`config.mk`:
```
export PLATFORM = sky130hd
export DESIGN_NAME = spi_txn_arbiter
export DESIGN_NICKNAME = d
export VERILOG_FILES = /design/src/rtl/spi_arb_pkg.sv /design/src/rtl/rr_arbiter.sv /design/src/rtl/spi_txn_arbiter.sv
export SDC_FILE = /design/constraint.sdc
export NUM_CORES = 1
export LEC_CHECK = 0
export ABC_AREA = 1
export BUFFER_PORTS_ARGS = -buffer_cell sky130_fd_sc_hd__clkbuf_2
export CORE_MARGIN = 3
export CORE_UTILIZATION = 47
export CTS_CLUSTER_SIZE = 16
export DETAILED_ROUTE_END_ITERATION = 6
export PLACE_DENSITY = 0.83
export SLEW_MARGIN = 15
export SYNTH_ARGS = -nofsm -noshare
export SYNTH_HDL_FRONTEND = slang
export SYNTH_SLANG_ARGS = --single-unit
export TNS_END_PERCENT = 100
```
`constraint.sdc`:
```
create_clock -name clk -period 4.1 [get_ports clk]
set_clock_uncertainty 0.2 [all_clocks]
set_input_delay 0.205 -clock clk [delete_from_list [all_inputs] [get_ports clk]]
set_output_delay 0.205 -clock clk [all_outputs]
set_load 0.05 [all_outputs]
```
`src/rtl/spi_arb_pkg.sv`:
```
// Shared constants for the SPI transaction arbiter: FSM state encoding and byte widths.
package spi_arb_pkg;

    localparam int BYTE_W  = 8;
    localparam int STATE_W = 3;

    localparam logic [BYTE_W-1:0] TIMEOUT_BYTE = 8'hFF;

    localparam logic [STATE_W-1:0] ST_IDLE    = 3'd0;
    localparam logic [STATE_W-1:0] ST_GRANT   = 3'd1;
    localparam logic [STATE_W-1:0] ST_LAUNCH  = 3'd2;
    localparam logic [STATE_W-1:0] ST_WAIT_RX = 3'd3;
    localparam logic [STATE_W-1:0] ST_RESP    = 3'd4;

endpackage

```
`src/rtl/rr_arbiter.sv`:
```
// Combinational round-robin pick: index of the first requester at or after i_ptr, wrapping.
// The pointer register itself lives in the caller.
module rr_arbiter #(
    parameter int N_REQ = 2,
    parameter int PTR_W = 1
) (
    input  logic [N_REQ-1:0] i_req,
    input  logic [PTR_W-1:0] i_ptr,
    output logic [PTR_W-1:0] o_idx,
    output logic             o_any
);

    logic [2*N_REQ-1:0] w_dbl;
    logic [N_REQ-1:0]   w_rot;

    // Rotating a doubled copy puts requester i_ptr at bit 0.
    assign w_dbl = {i_req, i_req} >> i_ptr;
    assign w_rot = w_dbl[N_REQ-1:0];

    always_comb begin
        o_idx = '0;
        o_any = 1'b0;
        for (int k = 0; k < N_REQ; k++) begin
            if (!o_any && w_rot[k]) begin
                o_any = 1'b1;
                o_idx = PTR_W'((int'(i_ptr) + k) % N_REQ);
            end
        end
    end

endmodule

```
`src/rtl/spi_txn_arbiter.sv`:
```
// Round-robin sharing of one SPI master between N_REQ byte requesters, one byte exchange per grant.
// Optional WAIT_RX timeout enabled by defining SPI_ARB_TIMEOUT_EN.
module spi_txn_arbiter
    import spi_arb_pkg::*;
#(
    parameter int N_REQ          = 2,
    parameter int SPI_SIZE       = 2,
    parameter int TIMEOUT_CYCLES = 1024
) (
    input  logic                        clk,
    input  logic                        rst,
    input  logic [N_REQ-1:0]            req_valid,
    input  logic [N_REQ*SPI_SIZE-1:0]   req_code,
    input  logic [N_REQ*BYTE_W-1:0]     req_byte,
    output logic [N_REQ-1:0]            req_ready,
    output logic [N_REQ-1:0]            rsp_valid,
    output logic [BYTE_W-1:0]           rsp_byte,
    output logic                        rsp_err,
    output logic [BYTE_W-1:0]           o_TX_Byte_M,
    output logic                        o_TX_DV_M,
    output logic [SPI_SIZE-1:0]         o_SPI_Code,
    input  logic                        i_TX_Ready_M,
    input  logic                        i_RX_DV_M,
    input  logic [BYTE_W-1:0]           i_RX_Byte_M,
    output logic                        busy,
    output logic [STATE_W-1:0]          o_dbg_state
);

    // Handshake: a requester holds req_valid/code/byte stable until its one-cycle req_ready
    // pulse; the operands are captured the cycle the arbiter picks it, and it may drop
    // req_valid after req_ready. rsp_valid is a one-cycle pulse with no back-pressure.

    localparam int PTR_W = (N_REQ > 1) ? $clog2(N_REQ) : 1;

    logic [STATE_W-1:0]  r_state;
    logic [PTR_W-1:0]    r_ptr;
    logic [PTR_W-1:0]    r_win;
    logic [PTR_W-1:0]    w_idx;
    logic                w_any;
    logic [SPI_SIZE-1:0] r_code;
    logic [SPI_SIZE-1:0] w_sel_code;
    logic [BYTE_W-1:0]   r_tx_byte;
    logic [BYTE_W-1:0]   w_sel_byte;
    logic [BYTE_W-1:0]   r_rsp_byte;
    logic [N_REQ-1:0]    w_win_oh;
    logic                w_timeout;

    rr_arbiter #(
        .N_REQ (N_REQ),
        .PTR_W (PTR_W)
    ) u_rr (
        .i_req (req_valid),
        .i_ptr (r_ptr),
        .o_idx (w_idx),
        .o_any (w_any)
    );

    always_comb begin
        w_sel_code = '0;
        w_sel_byte = '0;
        for (int i = 0; i < N_REQ; i++) begin
            if (w_idx == PTR_W'(i)) begin
                w_sel_code = req_code[i*SPI_SIZE +: SPI_SIZE];
                w_sel_byte = req_byte[i*BYTE_W +: BYTE_W];
            end
        end
    end

`ifdef SPI_ARB_TIMEOUT_EN
    localparam int CNT_W = $clog2(TIMEOUT_CYCLES) + 1;

    logic [CNT_W-1:0] r_to_cnt;
    logic             r_rsp_err;

    assign w_timeout = (r_to_cnt == CNT_W'(TIMEOUT_CYCLES - 1));
    assign rsp_err   = r_rsp_err;

    // Held at zero through LAUNCH so the count begins on the first WAIT_RX cycle.
    always_ff @(posedge clk or posedge rst) begin
        if (rst) begin
            r_to_cnt  <= '0;
            r_rsp_err <= 1'b0;
        end else begin
            if (r_state == ST_LAUNCH) begin
                r_to_cnt <= '0;
            end else if (r_state == ST_WAIT_RX) begin
                r_to_cnt <= r_to_cnt + 1'b1;
            end
            if (r_state == ST_WAIT_RX) begin
                if (i_RX_DV_M) begin
                    r_rsp_err <= 1'b0;
                end else if (w_timeout) begin
                    r_rsp_err <= 1'b1;
                end
            end
        end
    end
`else
    assign w_timeout = 1'b0;
    assign rsp_err   = 1'b0;
`endif

    always_ff @(posedge clk or posedge rst) begin
        if (rst) begin
            r_state    <= ST_IDLE;
            r_ptr      <= '0;
            r_win      <= '0;
            r_code     <= '0;
            r_tx_byte  <= '0;
            r_rsp_byte <= '0;
        end else begin
            case (r_state)
                ST_IDLE: begin
                    if (w_any) begin
                        r_win     <= w_idx;
                        r_code    <= w_sel_code;
                        r_tx_byte <= w_sel_byte;
                        r_state   <= ST_GRANT;
                    end
                end
                ST_GRANT: begin
                    r_state <= ST_LAUNCH;
                end
                ST_LAUNCH: begin
                    if (i_TX_Ready_M) begin
                        r_state <= ST_WAIT_RX;
                    end
                end
                ST_WAIT_RX: begin
                    if (i_RX_DV_M) begin
                        r_rsp_byte <= i_RX_Byte_M;
                        r_state    <= ST_RESP;
                    end else if (w_timeout) begin
                        r_rsp_byte <= TIMEOUT_BYTE;
                        r_state    <= ST_RESP;
                    end
                end
                ST_RESP: begin
                    r_ptr   <= (r_win == PTR_W'(N_REQ - 1)) ? '0 : r_win + 1'b1;
                    r_state <= ST_IDLE;
                end
                default: begin
                    r_state <= ST_IDLE;
                end
            endcase
        end
    end

    // Code and TX byte stay registered through IDLE so slave select never glitches.
    assign w_win_oh    = {{(N_REQ-1){1'b0}}, 1'b1} << r_win;
    assign req_ready   = (r_state == ST_GRANT) ? w_win_oh : '0;
    assign rsp_valid   = (r_state == ST_RESP)  ? w_win_oh : '0;
    assign o_TX_DV_M   = (r_state == ST_LAUNCH) && i_TX_Ready_M;
    assign o_TX_Byte_M = r_tx_byte;
    assign o_SPI_Code  = r_code;
    assign rsp_byte    = r_rsp_byte;
    assign busy        = (r_state != ST_IDLE);
    assign o_dbg_state = r_state;

endmodule

```
==> metrics.txt, run 1 <==
# TYPE chip_impl_metric gauge
chip_impl_info{name="outcome",value="completed"} 1
chip_impl_metric{name="placement_rows",unit=""} 17
chip_impl_info{name="synth_area_leaders",value="sky130_fd_sc_hd__dfrtp_1 (50%), sky130_fd_sc_hd__nand2_1 (27%), sky130_fd_sc_hd__nand3_1 (6.0%)"} 1
chip_impl_metric{name="cts_max_level",unit=""} 1
chip_impl_metric{name="drt_pass1_iterations",unit=""} 4
chip_impl_info{name="cts.root.buffer_cell",value="sky130_fd_sc_hd__clkbuf_4"} 1
chip_impl_metric{name="power.ir.vdd_worst",unit="mV"} 0.509
chip_impl_metric{name="setup_ws",unit="ns"} 1.99
chip_impl_metric{name="power_per_cell_area",unit="nW/um2"} 810
chip_impl_metric{name="maximum_clock_path_buffer_count",unit=""} 2
chip_impl_metric{name="drv_slew",unit=""} 0
chip_impl_metric{name="post_synth_instance_area",unit="um2"} 1160
chip_impl_metric{name="gp_routability_congestion",unit=""} 0.818
chip_impl_metric{name="syn_nets",unit=""} 188
chip_impl_metric{name="grt_first_pass_wirelength",unit="mm"} 5.41
chip_impl_metric{name="holdWs",unit="ns"} 0.00199
chip_impl_metric{name="timing.final.crit_period",unit="ns"} 2.11
chip_impl_info{name="unrepaired_setup_endpoints_after_global_routing",value="no"} 1
chip_impl_metric{name="tritoncts_buffer_count",unit=""} 3
chip_impl_metric{name="async_reset_ff_share",unit="%"} 100
chip_impl_metric{name="avgSynthCellArea",unit="um2"} 7.52
chip_impl_metric{name="synth-seq-cells",unit=""} 23
chip_impl_metric{name="ys.warnings.count",unit=""} 0
chip_impl_metric{name="drc",unit=""} 0
chip_impl_metric{name="fin_nets",unit=""} 267
chip_impl_metric{name="leakagePower",unit="nW"} 1.01
chip_impl_metric{name="rrSetupSlack",unit="ns"} 1.99
chip_impl_metric{name="avgRoutedWirePerCell",unit="um"} 12.5
chip_impl_metric{name="top_level_i_o_count",unit=""} 62
chip_impl_info{name="crit_type",value="reg -> reg"} 1
chip_impl_metric{name="ff_latch_area",unit="um2"} 576
chip_impl_metric{name="multi_input_area",unit="um2"} 505
chip_impl_metric{name="clk_latency",unit="ns"} 0.32
chip_impl_metric{name="drive_above_1_share",unit="%"} 31.9
chip_impl_info{name="startpoint",value="r_ptr"} 1
chip_impl_metric{name="die_width",unit="um"} 55.7
chip_impl_metric{name="die_y",unit="um"} 55.7
chip_impl_metric{name="final.fill_count",unit=""} 175
chip_impl_metric{name="worst-endpoint-required",unit="ns"} 4.13
chip_impl_metric{name="max_clock_freq",unit="MHz"} 475
chip_impl_info{name="reg_to_reg_endpoint",value="o_TX_Byte_M[4]"} 1
chip_impl_metric{name="grt_max_degree",unit=""} 24
chip_impl_info{name="holdCritPathClass",value="in -> reg"} 1
chip_impl_metric{name="grt_pass1_vias",unit=""} 1288
chip_impl_metric{name="grt.overflow.total",unit=""} 0
chip_impl_metric{name="placedCellCount",unit=""} 236
chip_impl_metric{name="drtIter0Drc",unit=""} 57
chip_impl_metric{name="flow.area_growth_from_synthesis",unit="%"} 45.2
chip_impl_info{name="cts_tree",value="yes"} 1
chip_impl_metric{name="max_slew.worst_pin.slew",unit="ns"} 0.840
chip_impl_metric{name="drt_wl_total",unit="mm"} 3.25
chip_impl_info{name="synth_top_cells_by_count",value="sky130_fd_sc_hd__nand2_1 (82), sky130_fd_sc_hd__dfrtp_1 (23), sky130_fd_sc_hd__nand3_1 (14), sky130_fd_sc_hd__nor2_1 (7), sky130_fd_sc_hd__inv_1 (6)"} 1
chip_impl_metric{name="timing.max_slew.rel_slack",unit="%"} 44.0
chip_impl_metric{name="synth.yosys.seq_area_share",unit="%"} 49.7
chip_impl_metric{name="global_route.usage.total",unit="%"} 22.1
chip_impl_metric{name="coreArea",unit="um2"} 2280
chip_impl_metric{name="pre_cts_slack",unit="ns"} 2.55
chip_impl_metric{name="grt_antenna_before_repair",unit=""} 0
chip_impl_metric{name="cts_setup_buffers",unit=""} 0
chip_impl_metric{name="timing_hold_violations_final",unit=""} 0
chip_impl_metric{name="setup_tns",unit="ns"} 0
chip_impl_metric{name="synth.top_cell.area_share",unit="%"} 49.7
chip_impl_metric{name="syn_inst",unit=""} 154
chip_impl_metric{name="synth_cell_types",unit=""} 19
chip_impl_metric{name="total_half_perimeter_wirelength_after_legalization_and_detailed_placement",unit="mm"} 2.21
chip_impl_metric{name="synth-edff-count",unit=""} 0
chip_impl_info{name="synthMostInstantiatedCell",value="sky130_fd_sc_hd__nand2_1"} 1
chip_impl_metric{name="numClockSinks",unit=""} 23
chip_impl_metric{name="final_std_cells_w_o_fill",unit=""} 260
chip_impl_metric{name="timing.max_cap.violations",unit=""} 0
chip_impl_metric{name="detailroute.via_count",unit=""} 1296
chip_impl_metric{name="worst_ep_arrival_time",unit="ns"} 2.13
chip_impl_info{name="cp-end-kind",value="flip-flop"} 1
chip_impl_metric{name="clkTransAtPathRegs",unit="ns"} 0.13
chip_impl_metric{name="critical_path_peak_fanout",unit=""} 11
chip_impl_metric{name="worst-r2r-cell-count",unit=""} 8
chip_impl_metric{name="post-route-period-util",unit="%"} 51.4
chip_impl_metric{name="via_per_inst",unit=""} 4.98
chip_impl_info{name="most_frequently_used_flop_master_after_synthesis",value="sky130_fd_sc_hd__dfrtp_1"} 1
chip_impl_metric{name="die-area",unit="um2"} 3100
chip_impl_metric{name="diodes",unit=""} 0
chip_impl_metric{name="remaining_number_of_nets_flagged_by_the_antenna_check_after_routing",unit=""} 0
chip_impl_metric{name="numPortBuffers",unit=""} 60
chip_impl_info{name="endpoint_of_the_worst_setup_timing_path",value="o_TX_Byte_M[4]"} 1
chip_impl_info{name="worst_r2r_startpoint",value="r_ptr"} 1
chip_impl_info{name="worstSetupStartpointType",value="flip-flop"} 1
chip_impl_metric{name="report.final.setup_viol",unit=""} 0
chip_impl_info{name="synth_largest_area_cell",value="sky130_fd_sc_hd__dfrtp_1"} 1
chip_impl_metric{name="initial_core_utilization",unit="%"} 50.9
[worst min path at each step]
stage / from / end / depth (start not counted)
5_1_grt: req_byte[14] / o_TX_Byte_M[6] / 5
3_3_place_gp: rst / rsp_byte[0] / 2
3_5_place_dp: rst / rsp_byte[4] / 2
4_1_cts: req_code[3] / o_SPI_Code[1] / 5
6_report: req_code[3] / o_SPI_Code[1] / 5
2_1_floorplan: rst / o_SPI_Code[0] / 1
[through the flow]
stage / cell area [um2] / power [mW] / utilization (%)
after floorplan: 1160 / 1.07 / -
after global placement: 1460 / 1.22 / 63.9
after detailed placement: 1460 / 1.24 / 63.9
after CTS: 1680 / 1.37 / 73.9
after global routing: 1680 / 1.45 / 73.9
final: 1680 / 1.36 / 73.9
[timing repair]
item                      CTS  global route
hold endpoints to repair   40             0
hold buffers               20             0
gates resized for setup     0             0
[sequential cells by signal (all words and copies together) (netlist names)]
| name | count |
|---|---|
| o_SPI_Code | 2 |
| o_TX_Byte_M | 8 |
| r_ptr | 1 |
| r_win | 1 |
| rsp_byte | 8 |
| o_dbg_state | 3 |
[per-layer routing]
metal	wire length [um]	up-vias	share of wire [%]	track usage [%]
met5	0	-	0	0
met4	98	0	3.0	11.5
met3	184	10	5.7	6.26
met2	1720	44	53	38.9
met1	1240	617	38	24.0
li1	-	625	-	-
[logic make-up after synthesis]
kind of cell,after synthesis,synth area share [%]
AND/OR/NAND/NOR,113,42.4
flip-flops,23,49.7
buffers and inverters,15,6.70
AO/OA/AOI/OAI,2,0.863
other,1,0.324
[cell usage in the layout (no fill, tap or decap)]
cell                             n
sky130_fd_sc_hd__nand2_1        82
sky130_fd_sc_hd__clkbuf_2       60
sky130_fd_sc_hd__dfrtp_1        23
sky130_fd_sc_hd__dlygate4sd3_1  20
sky130_fd_sc_hd__nand3_1        14
sky130_fd_sc_hd__nor2_1          7
sky130_fd_sc_hd__inv_1           6
sky130_fd_sc_hd__nor2_4          3
sky130_fd_sc_hd__clkbuf_4        3
sky130_fd_sc_hd__nand2_2         2
sky130_fd_sc_hd__nand2_4         2
sky130_fd_sc_hd__inv_2           2
sky130_fd_sc_hd__nand4_1         2
sky130_fd_sc_hd__clkinv_4        1
sky130_fd_sc_hd__nor4_1          1
sky130_fd_sc_hd__o21ai_1         1
sky130_fd_sc_hd__a21oi_1         1
sky130_fd_sc_hd__conb_1          1
sky130_fd_sc_hd__clkinv_2        1
[critical path: stages (launching register included)]
cell and delay (ns):
sky130_fd_sc_hd__dfrtp_1 0.35, sky130_fd_sc_hd__inv_1 0.05, sky130_fd_sc_hd__nand2_1 0.27, sky130_fd_sc_hd__nand2_1 0.30, sky130_fd_sc_hd__nand2_1 0.14, sky130_fd_sc_hd__nand2_1 0.06, sky130_fd_sc_hd__dlygate4sd3_1 0.55, sky130_fd_sc_hd__nand2_1 0.06
sky130_fd_sc_hd__nand2_1 0.04
[power breakdown]
group,switching (mW),internal (mW)
sequential,0.0792,0.331
clock,0.0684,0.0365
combinational,0.649,0.200
total,0.796,0.568
[final cells by class]
type                            count  share of cell area, %
Sequential cell                    23                   34.2
Multi-Input combinational cell    116                   30.0
Clock inverter                      1                  0.297
Clock buffer                        3                   1.34
Timing Repair Buffer               80                   29.7
Tap cell                           28                   2.08
Inverter                            9                   2.30
Note: power is estimated with default switching activity, not from simulation.
==> inputs of run 2 (changes only) <==
--- a/config.mk
+++ b/config.mk
@@ -8,10 +8,10 @@
 export ABC_AREA = 1
 export BUFFER_PORTS_ARGS = -buffer_cell sky130_fd_sc_hd__clkbuf_2
 export CORE_MARGIN = 3
-export CORE_UTILIZATION = 47
+export CORE_UTILIZATION = 39
 export CTS_CLUSTER_SIZE = 16
 export DETAILED_ROUTE_END_ITERATION = 6
-export PLACE_DENSITY = 0.83
+export PLACE_DENSITY = 0.74
 export SLEW_MARGIN = 15
 export SYNTH_ARGS = -nofsm -noshare
 export SYNTH_HDL_FRONTEND = slang
==> constraint.sdc (replaced) <==
create_clock -name clk -period 1.8 [get_ports clk]
set_clock_uncertainty 0.2 [all_clocks]
set_input_delay 0.09 -clock clk [delete_from_list [all_inputs] [get_ports clk]]
set_output_delay 0.09 -clock clk [all_outputs]
set_load 0.05 [all_outputs]
==> metrics.txt, run 2 (synthesized netlist as in run 1, its figures left out) <==
# TYPE chip_impl_metric gauge
chip_impl_info{name="cp-end-kind",value="output pin"} 1
chip_impl_metric{name="die_width",unit="um"} 60.5
chip_impl_metric{name="fin_nets",unit=""} 280
chip_impl_metric{name="power_per_cell_area",unit="nW/um2"} 1710
chip_impl_metric{name="critical_path_peak_fanout",unit=""} 6
chip_impl_info{name="endpoint_of_the_worst_setup_timing_path",value="req_ready[1]"} 1
chip_impl_metric{name="gp_routability_congestion",unit=""} 0.760
chip_impl_metric{name="die_y",unit="um"} 60.5
chip_impl_metric{name="flow.area_growth_from_synthesis",unit="%"} 58.9
chip_impl_info{name="worst_r2r_startpoint",value="o_dbg_state[2]"} 1
chip_impl_metric{name="cts_max_level",unit=""} 1
chip_impl_metric{name="detailroute.via_count",unit=""} 1286
chip_impl_info{name="unrepaired_setup_endpoints_after_global_routing",value="no"} 1
chip_impl_metric{name="post-route-period-util",unit="%"} 93.0
chip_impl_metric{name="drive_above_1_share",unit="%"} 34.7
chip_impl_metric{name="drt_wl_total",unit="mm"} 3.33
chip_impl_metric{name="met3_length",unit="um"} 200
chip_impl_metric{name="setup_ws",unit="ns"} 0.126
chip_impl_metric{name="grt_pass1_vias",unit=""} 1213
chip_impl_metric{name="final_std_cells_w_o_fill",unit=""} 276
chip_impl_metric{name="clkTransAtPathRegs",unit="ns"} 0.12
chip_impl_metric{name="diodes",unit=""} 0
chip_impl_metric{name="global_route.usage.total",unit="%"} 19.4
chip_impl_metric{name="fin_util",unit="%"} 65.6
chip_impl_metric{name="drt-met1-wl",unit="mm"} 1.33
chip_impl_info{name="outcome",value="completed"} 1
chip_impl_info{name="crit_path_max_delay_cell_type",value="sky130_fd_sc_hd__dfrtp_2"} 1
chip_impl_metric{name="timing.max_slew.rel_slack",unit="%"} 61.2
chip_impl_metric{name="drtIter0Drc",unit=""} 68
chip_impl_metric{name="final.fill_count",unit=""} 251
chip_impl_metric{name="grt_first_pass_wirelength",unit="mm"} 5.27
chip_impl_metric{name="crit_path_max_incr_delay",unit="ns"} 0.47
chip_impl_metric{name="power.ir.vdd_worst",unit="mV"} 0.882
chip_impl_metric{name="setup_tns",unit="ns"} 0
chip_impl_metric{name="drv_slew",unit=""} 0
chip_impl_metric{name="avgRoutedWirePerCell",unit="um"} 12.1
chip_impl_metric{name="die-area",unit="um2"} 3660
chip_impl_metric{name="tritoncts_buffer_count",unit=""} 3
chip_impl_info{name="worstSetupStartpointType",value="flip-flop"} 1
chip_impl_metric{name="rrSetupSlack",unit="ns"} 0.44
chip_impl_metric{name="worst-endpoint-required",unit="ns"} 1.51
chip_impl_info{name="most_frequent_cells_in_the_layout",value="sky130_fd_sc_hd__nand2_1 (81), sky130_fd_sc_hd__clkbuf_2 (58), sky130_fd_sc_hd__dlygate4sd3_1 (30), sky130_fd_sc_hd__dfrtp_1 (20), sky130_fd_sc_hd__nand3_1 (14)"} 1
chip_impl_info{name="startpoint",value="o_dbg_state[1]"} 1
chip_impl_info{name="crit_type",value="reg -> out"} 1
chip_impl_info{name="topRoutingLayerUsed",value="met4"} 1
chip_impl_info{name="cts_tree",value="yes"} 1
chip_impl_metric{name="max_slew.worst_pin.slew",unit="ns"} 0.582
chip_impl_metric{name="numClockSinks",unit=""} 23
chip_impl_info{name="cts.root.buffer_cell",value="sky130_fd_sc_hd__clkbuf_4"} 1
chip_impl_metric{name="report.final.setup_viol",unit=""} 0
chip_impl_metric{name="grt_antenna_before_repair",unit=""} 0
chip_impl_metric{name="clk_latency",unit="ns"} 0.31
chip_impl_metric{name="drt_pass1_iterations",unit=""} 4
chip_impl_metric{name="cts_setup_buffers",unit=""} 0
chip_impl_metric{name="met2RoutedLength",unit="mm"} 1.61
chip_impl_info{name="most_common_library_cell_in_the_layout_ignoring_fill_and_taps",value="sky130_fd_sc_hd__nand2_1"} 1
chip_impl_metric{name="max_clock_freq",unit="MHz"} 597
chip_impl_metric{name="coreArea",unit="um2"} 2810
chip_impl_info{name="critical_path.cell_chain",value="inv_2 > nand3_1 > nor2_2 > clkbuf_2"} 1
chip_impl_metric{name="leakagePower",unit="nW"} 1.06
chip_impl_metric{name="top_level_i_o_count",unit=""} 62
chip_impl_metric{name="maximum_clock_path_buffer_count",unit=""} 2
chip_impl_metric{name="placedCellCount",unit=""} 242
chip_impl_metric{name="worst_ep_arrival_time",unit="ns"} 1.38
chip_impl_info{name="reg_to_reg_endpoint",value="r_win"} 1
chip_impl_metric{name="drc",unit=""} 0
chip_impl_metric{name="grt.overflow.total",unit=""} 0
chip_impl_metric{name="timing.max_cap.violations",unit=""} 0
chip_impl_metric{name="via_per_inst",unit=""} 4.66
chip_impl_metric{name="timing.final.crit_period",unit="ns"} 1.67
chip_impl_info{name="holdCritPathClass",value="in -> reg"} 1
chip_impl_metric{name="timing_hold_violations_final",unit=""} 0
chip_impl_metric{name="pre_cts_slack",unit="ns"} 0.384
chip_impl_metric{name="placement_rows",unit=""} 19
chip_impl_metric{name="remaining_number_of_nets_flagged_by_the_antenna_check_after_routing",unit=""} 0
chip_impl_metric{name="total_half_perimeter_wirelength_after_legalization_and_detailed_placement",unit="mm"} 2.08
chip_impl_metric{name="grt_max_degree",unit=""} 16
chip_impl_metric{name="initial_core_utilization",unit="%"} 41.3
chip_impl_metric{name="worst-r2r-cell-count",unit=""} 6
chip_impl_metric{name="numPortBuffers",unit=""} 60
## run 2: cell count changes in the layout (fill, tap and decap cells not counted), moves of 2 or more
cell                            delta
sky130_fd_sc_hd__dfrtp_2           +3
sky130_fd_sc_hd__clkbuf_2          -2
sky130_fd_sc_hd__dlygate4sd3_1    +10
sky130_fd_sc_hd__nor2_1            -4
sky130_fd_sc_hd__dfrtp_1           -3
sky130_fd_sc_hd__nor2_2            +3
sky130_fd_sc_hd__buf_4             +4
## run 2: worst min path at each step
stage,depth (start not counted),endpoint,start
4_1_cts,5,o_dbg_state[0],i_TX_Ready_M
6_report,5,o_dbg_state[0],i_TX_Ready_M
5_1_grt,5,o_dbg_state[1],i_TX_Ready_M
3_5_place_dp,2,rsp_byte[0],rst
2_1_floorplan,1,o_SPI_Code[0],rst
3_3_place_gp,2,rsp_byte[0],rst
## run 2: report_power, final
part,internal (mW),switching [mW]
combinational,0.497,1.49
sequential,0.759,0.169
clock,0.0865,0.150
## run 2: cell type report
cell class | count | area, um2 | area share [%]
flip-flops and latches | 23 | 579 | 31.5
clock buffers | 4 | 26.3 | 1.43
inverters | 9 | 38.8 | 2.11
well taps | 31 | 38.8 | 2.11
multi-input cells | 116 | 529 | 28.8
repair buffers | 93 | 628 | 34.1
## run 2: what timing repair did
action                                 4_1_cts  5_1_grt
endpoints found under the hold margin       35        0
setup endpoints to repair                    0        3
hold buffers                                30        0
resized for setup                            0        8
## run 2: metal layers
| metal | GRT usage [%] | vias up |
|---|---|---|
| met4 | 12.4 | 0 |
| met5 | 0 | - |
| met2 | 31.0 | 64 |
| li1 | - | 658 |
| met3 | 3.40 | 18 |
| met1 | 24.1 | 546 |
## run 2: critical path: cells and delay by family, from the launching register on
kind	cells	cell delay (ns)
DFF	1	0.47
buffers and inverters	2	0.39
and+or+nand+nor	2	0.21
## run 2: metrics by stage
stage	hold slack [ns]	power [mW]	instance area, um2
after CTS	0.0107	3.15	1830
after global routing	0.0402	3.38	1840
after global placement	-0.0441	2.85	1500
after detailed placement	-0.0312	2.86	1500
after floorplan	-0.108	2.45	1180
final	0.0135	3.15	1840
==> inputs of run 3 (changes only) <==
--- a/config.mk
+++ b/config.mk
@@ -5,13 +5,12 @@
 export SDC_FILE = /design/constraint.sdc
 export NUM_CORES = 1
 export LEC_CHECK = 0
-export ABC_AREA = 1
 export BUFFER_PORTS_ARGS = -buffer_cell sky130_fd_sc_hd__clkbuf_2
 export CORE_MARGIN = 3
 export CORE_UTILIZATION = 39
 export CTS_CLUSTER_SIZE = 16
 export DETAILED_ROUTE_END_ITERATION = 6
-export PLACE_DENSITY = 0.74
+export PLACE_DENSITY = 0.75
 export SLEW_MARGIN = 15
 export SYNTH_ARGS = -nofsm -noshare
 export SYNTH_HDL_FRONTEND = slang
==> metrics.txt, run 3 <==
# TYPE chip_impl_metric gauge
chip_impl_info{name="outcome",value="completed"} 1
chip_impl_metric{name="power_frac_seq",unit="%"} 29.5
chip_impl_metric{name="remaining_number_of_nets_flagged_by_the_antenna_check_after_routing",unit=""} 0
chip_impl_metric{name="syn_inst",unit=""} 85
chip_impl_metric{name="drt_wl_total",unit="mm"} 3.16
chip_impl_metric{name="synth.yosys.seq_area_share",unit="%"} 52.7
chip_impl_metric{name="timing.max_cap.violations",unit=""} 0
chip_impl_metric{name="cts_max_level",unit=""} 1
chip_impl_metric{name="top_level_i_o_count",unit=""} 62
chip_impl_info{name="synth_top_cells_by_count",value="sky130_fd_sc_hd__dfrtp_1 (23), sky130_fd_sc_hd__o21bai_1 (10), sky130_fd_sc_hd__o221a_1 (9), sky130_fd_sc_hd__mux2_2 (8)"} 1
chip_impl_metric{name="placedCellCount",unit=""} 171
chip_impl_metric{name="grt_pass1_vias",unit=""} 1133
chip_impl_info{name="cts.root.buffer_cell",value="sky130_fd_sc_hd__clkbuf_4"} 1
chip_impl_metric{name="worst_ep_arrival_time",unit="ns"} 1.46
chip_impl_metric{name="leakagePower",unit="nW"} 0.881
chip_impl_metric{name="net-switching-power",unit="mW"} 1.73
chip_impl_metric{name="drt_pass1_iterations",unit=""} 4
chip_impl_metric{name="numClockSinks",unit=""} 23
chip_impl_metric{name="synth_cell_types",unit=""} 26
chip_impl_metric{name="timing.final.crit_period",unit="ns"} 1.75
chip_impl_metric{name="global_route.usage.total",unit="%"} 19.3
chip_impl_metric{name="final_std_cells_w_o_fill",unit=""} 214
chip_impl_metric{name="power_per_cell_area",unit="nW/um2"} 1790
chip_impl_metric{name="p_comb_share",unit="%"} 63.5
chip_impl_metric{name="drive_above_1_share",unit="%"} 50.8
chip_impl_metric{name="fin_nets",unit=""} 218
chip_impl_metric{name="max_clock_freq",unit="MHz"} 573
chip_impl_metric{name="detailroute.via_count",unit=""} 1086
chip_impl_metric{name="async_reset_ff_share",unit="%"} 100
chip_impl_info{name="holdCritPathClass",value="in -> async"} 1
chip_impl_info{name="worstSetupStartpointType",value="flip-flop"} 1
chip_impl_metric{name="flow.area_growth_from_synthesis",unit="%"} 67.9
chip_impl_metric{name="grt_antenna_before_repair",unit=""} 1
chip_impl_metric{name="setup_tns",unit="ns"} 0
chip_impl_metric{name="gp_routability_congestion",unit=""} 0.752
chip_impl_metric{name="maximum_clock_path_buffer_count",unit=""} 2
chip_impl_metric{name="via_per_inst",unit=""} 5.07
chip_impl_metric{name="ys.warnings.count",unit=""} 0
chip_impl_info{name="synth_area_leaders",value="sky130_fd_sc_hd__dfrtp_1 (53%), sky130_fd_sc_hd__o221a_1 (9.3%), sky130_fd_sc_hd__mux2_2 (8.2%)"} 1
chip_impl_metric{name="die_y",unit="um"} 58.9
chip_impl_metric{name="initial_core_utilization",unit="%"} 42.5
chip_impl_info{name="synthMostInstantiatedCell",value="sky130_fd_sc_hd__dfrtp_1"} 1
chip_impl_metric{name="post-route-period-util",unit="%"} 97.0
chip_impl_metric{name="syn_nets",unit=""} 119
chip_impl_metric{name="detailed_place.area",unit="um2"} 1420
chip_impl_metric{name="avgSynthCellArea",unit="um2"} 12.9
chip_impl_metric{name="synth-edff-count",unit=""} 0
chip_impl_metric{name="drtIter0Drc",unit=""} 28
chip_impl_metric{name="die_width",unit="um"} 58.9
chip_impl_metric{name="total_half_perimeter_wirelength_after_legalization_and_detailed_placement",unit="mm"} 2.10
chip_impl_metric{name="synth-seq-cells",unit=""} 23
chip_impl_info{name="most_common_library_cell_in_the_layout_ignoring_fill_and_taps",value="sky130_fd_sc_hd__clkbuf_2"} 1
chip_impl_metric{name="worst-endpoint-required",unit="ns"} 1.51
chip_impl_metric{name="drv_slew",unit=""} 0
chip_impl_metric{name="clkTransAtPathRegs",unit="ns"} 0.13
chip_impl_metric{name="p_int",unit="mW"} 1.55
chip_impl_metric{name="placement_rows",unit=""} 18
chip_impl_info{name="most_frequently_used_flop_master_after_synthesis",value="sky130_fd_sc_hd__dfrtp_1"} 1
chip_impl_metric{name="tritoncts_buffer_count",unit=""} 3
chip_impl_metric{name="grt_max_degree",unit=""} 15
chip_impl_metric{name="timing.max_slew.rel_slack",unit="%"} 65.9
chip_impl_metric{name="timing_hold_violations_final",unit=""} 0
chip_impl_metric{name="max_slew.worst_pin.slew",unit="ns"} 0.510
chip_impl_metric{name="stdcell_area",unit="um2"} 1830
chip_impl_metric{name="drc",unit=""} 0
chip_impl_metric{name="die-area",unit="um2"} 3470
chip_impl_metric{name="clk_latency",unit="ns"} 0.30
chip_impl_metric{name="power_switching_share",unit="%"} 52.8
chip_impl_info{name="crit_type",value="reg -> out"} 1
chip_impl_metric{name="grt_first_pass_wirelength",unit="mm"} 5.14
chip_impl_metric{name="avgRoutedWirePerCell",unit="um"} 14.7
chip_impl_metric{name="report.final.setup_viol",unit=""} 0
chip_impl_metric{name="clkPwrFrac",unit="%"} 7.0
chip_impl_metric{name="power.ir.vdd_worst",unit="mV"} 1.09
chip_impl_info{name="synth_largest_area_cell",value="sky130_fd_sc_hd__dfrtp_1"} 1
chip_impl_info{name="unrepaired_setup_endpoints_after_global_routing",value="yes"} 1
chip_impl_metric{name="numPortBuffers",unit=""} 60
chip_impl_metric{name="grt.overflow.total",unit=""} 0
chip_impl_info{name="cts_tree",value="yes"} 1
chip_impl_metric{name="critical_path_peak_fanout",unit=""} 6
chip_impl_metric{name="synth.top_cell.area_share",unit="%"} 52.7
chip_impl_info{name="cp-end-kind",value="output pin"} 1
chip_impl_info{name="most_frequent_cells_in_the_layout",value="sky130_fd_sc_hd__clkbuf_2 (54), sky130_fd_sc_hd__dlygate4sd3_1 (33), sky130_fd_sc_hd__dfrtp_1 (21), sky130_fd_sc_hd__o21bai_1 (10), sky130_fd_sc_hd__buf_4 (10)"} 1
chip_impl_metric{name="post_synth_instance_area",unit="um2"} 1090
chip_impl_metric{name="coreArea",unit="um2"} 2570
[run 3: cell count changes in the layout (fill, tap and decap cells not counted), moves of 4 or more]
| cell | change |
|---|---|
| sky130_fd_sc_hd__nand2_1 | -77 |
| sky130_fd_sc_hd__nand3_1 | -14 |
| sky130_fd_sc_hd__o21bai_1 | +10 |
| sky130_fd_sc_hd__o221a_1 | +9 |
| sky130_fd_sc_hd__mux2_2 | +8 |
| sky130_fd_sc_hd__buf_4 | +6 |
| sky130_fd_sc_hd__clkbuf_2 | -4 |
[run 3: per-stage QoR]
stage          power, mW  util, %  hold WS [ns]  setup WS [ns]
3_3_place_gp        2.84     55.1       -0.0770          0.174
6_report            3.29     71.4         0.122         0.0541
4_1_cts             3.21     69.6         0.145        0.00655
3_5_place_dp        2.90     55.1       -0.0685          0.111
5_1_grt             3.46     71.4         0.179       -0.00183
2_1_floorplan       2.53        -        -0.108         -0.274
[run 3: timing repair]
item,4_1_cts,5_1_grt
cloned,0,0
pin swaps,1,1
hold buffers,33,0
hold endpoints to repair,34,0
endpoints found under the setup margin,6,6
buffers inserted,0,5
resized for setup,6,6
[run 3: worst paths after layout]
path	start	to	slack [ns]	cells past startpoint
hold reg to reg	rsp_byte[2]	rsp_byte[2]	0.32	1
max in group asynchronous	rst	o_TX_Byte_M[4]	0.73	4
min in group clk	rsp_byte[2]	rsp_byte[2]	0.32	1
setup reg to reg	o_dbg_state[1]	o_TX_Byte_M[4]	0.07	3
hold / removal	rst	r_win	0.12	3
setup / recovery	o_dbg_state[1]	req_ready[0]	0.05	3
[run 3: per-layer routing]
metal	track usage, %	vias to the layer above	wire length [um]
met5	0	-	0
met4	9.06	0	107
met3	3.95	10	168
met2	31.7	44	1680
met1	24.2	518	1200
li1	-	514	-
[run 3: cells by family (layout without fill, tap and decap cells)]
family,count (synthesis),in the layout,share of synthesized area (%)
AOI/OAI and AO/OA,26,26,20.8
DFF,23,23,52.7
and+or+nand+nor,17,17,11.2
buffers and inverters,10,108,6.64
muxes,8,8,8.25
other,1,2,0.343
[run 3: cell type report]
class,instances,area (um2)
Fill cell,197,733
Timing Repair Buffer,100,696
Sequential cell,23,578
Multi-Input combinational cell,52,477
Tap cell,30,37.5
Clock buffer,4,26.3
Inverter,4,17.5
Antenna cell,1,2.50
[run 3: worst max-delay path: stages, from the launching register on]
cell                      delay (ns)
sky130_fd_sc_hd__dfrtp_2        0.49
sky130_fd_sc_hd__buf_4          0.16
sky130_fd_sc_hd__nor4b_2        0.26
sky130_fd_sc_hd__buf_4          0.24
[run 3: power by group through the flow]
stage          clock network (mW)  logic (mW)  registers [mW]
2_1_floorplan                   0       0.832            1.70
3_3_place_gp                    0        1.87           0.968
3_5_place_dp                    0        1.91           0.985
4_1_cts                     0.237        1.99           0.981
5_1_grt                     0.256        2.20            1.01
6_report                    0.229        2.09           0.969
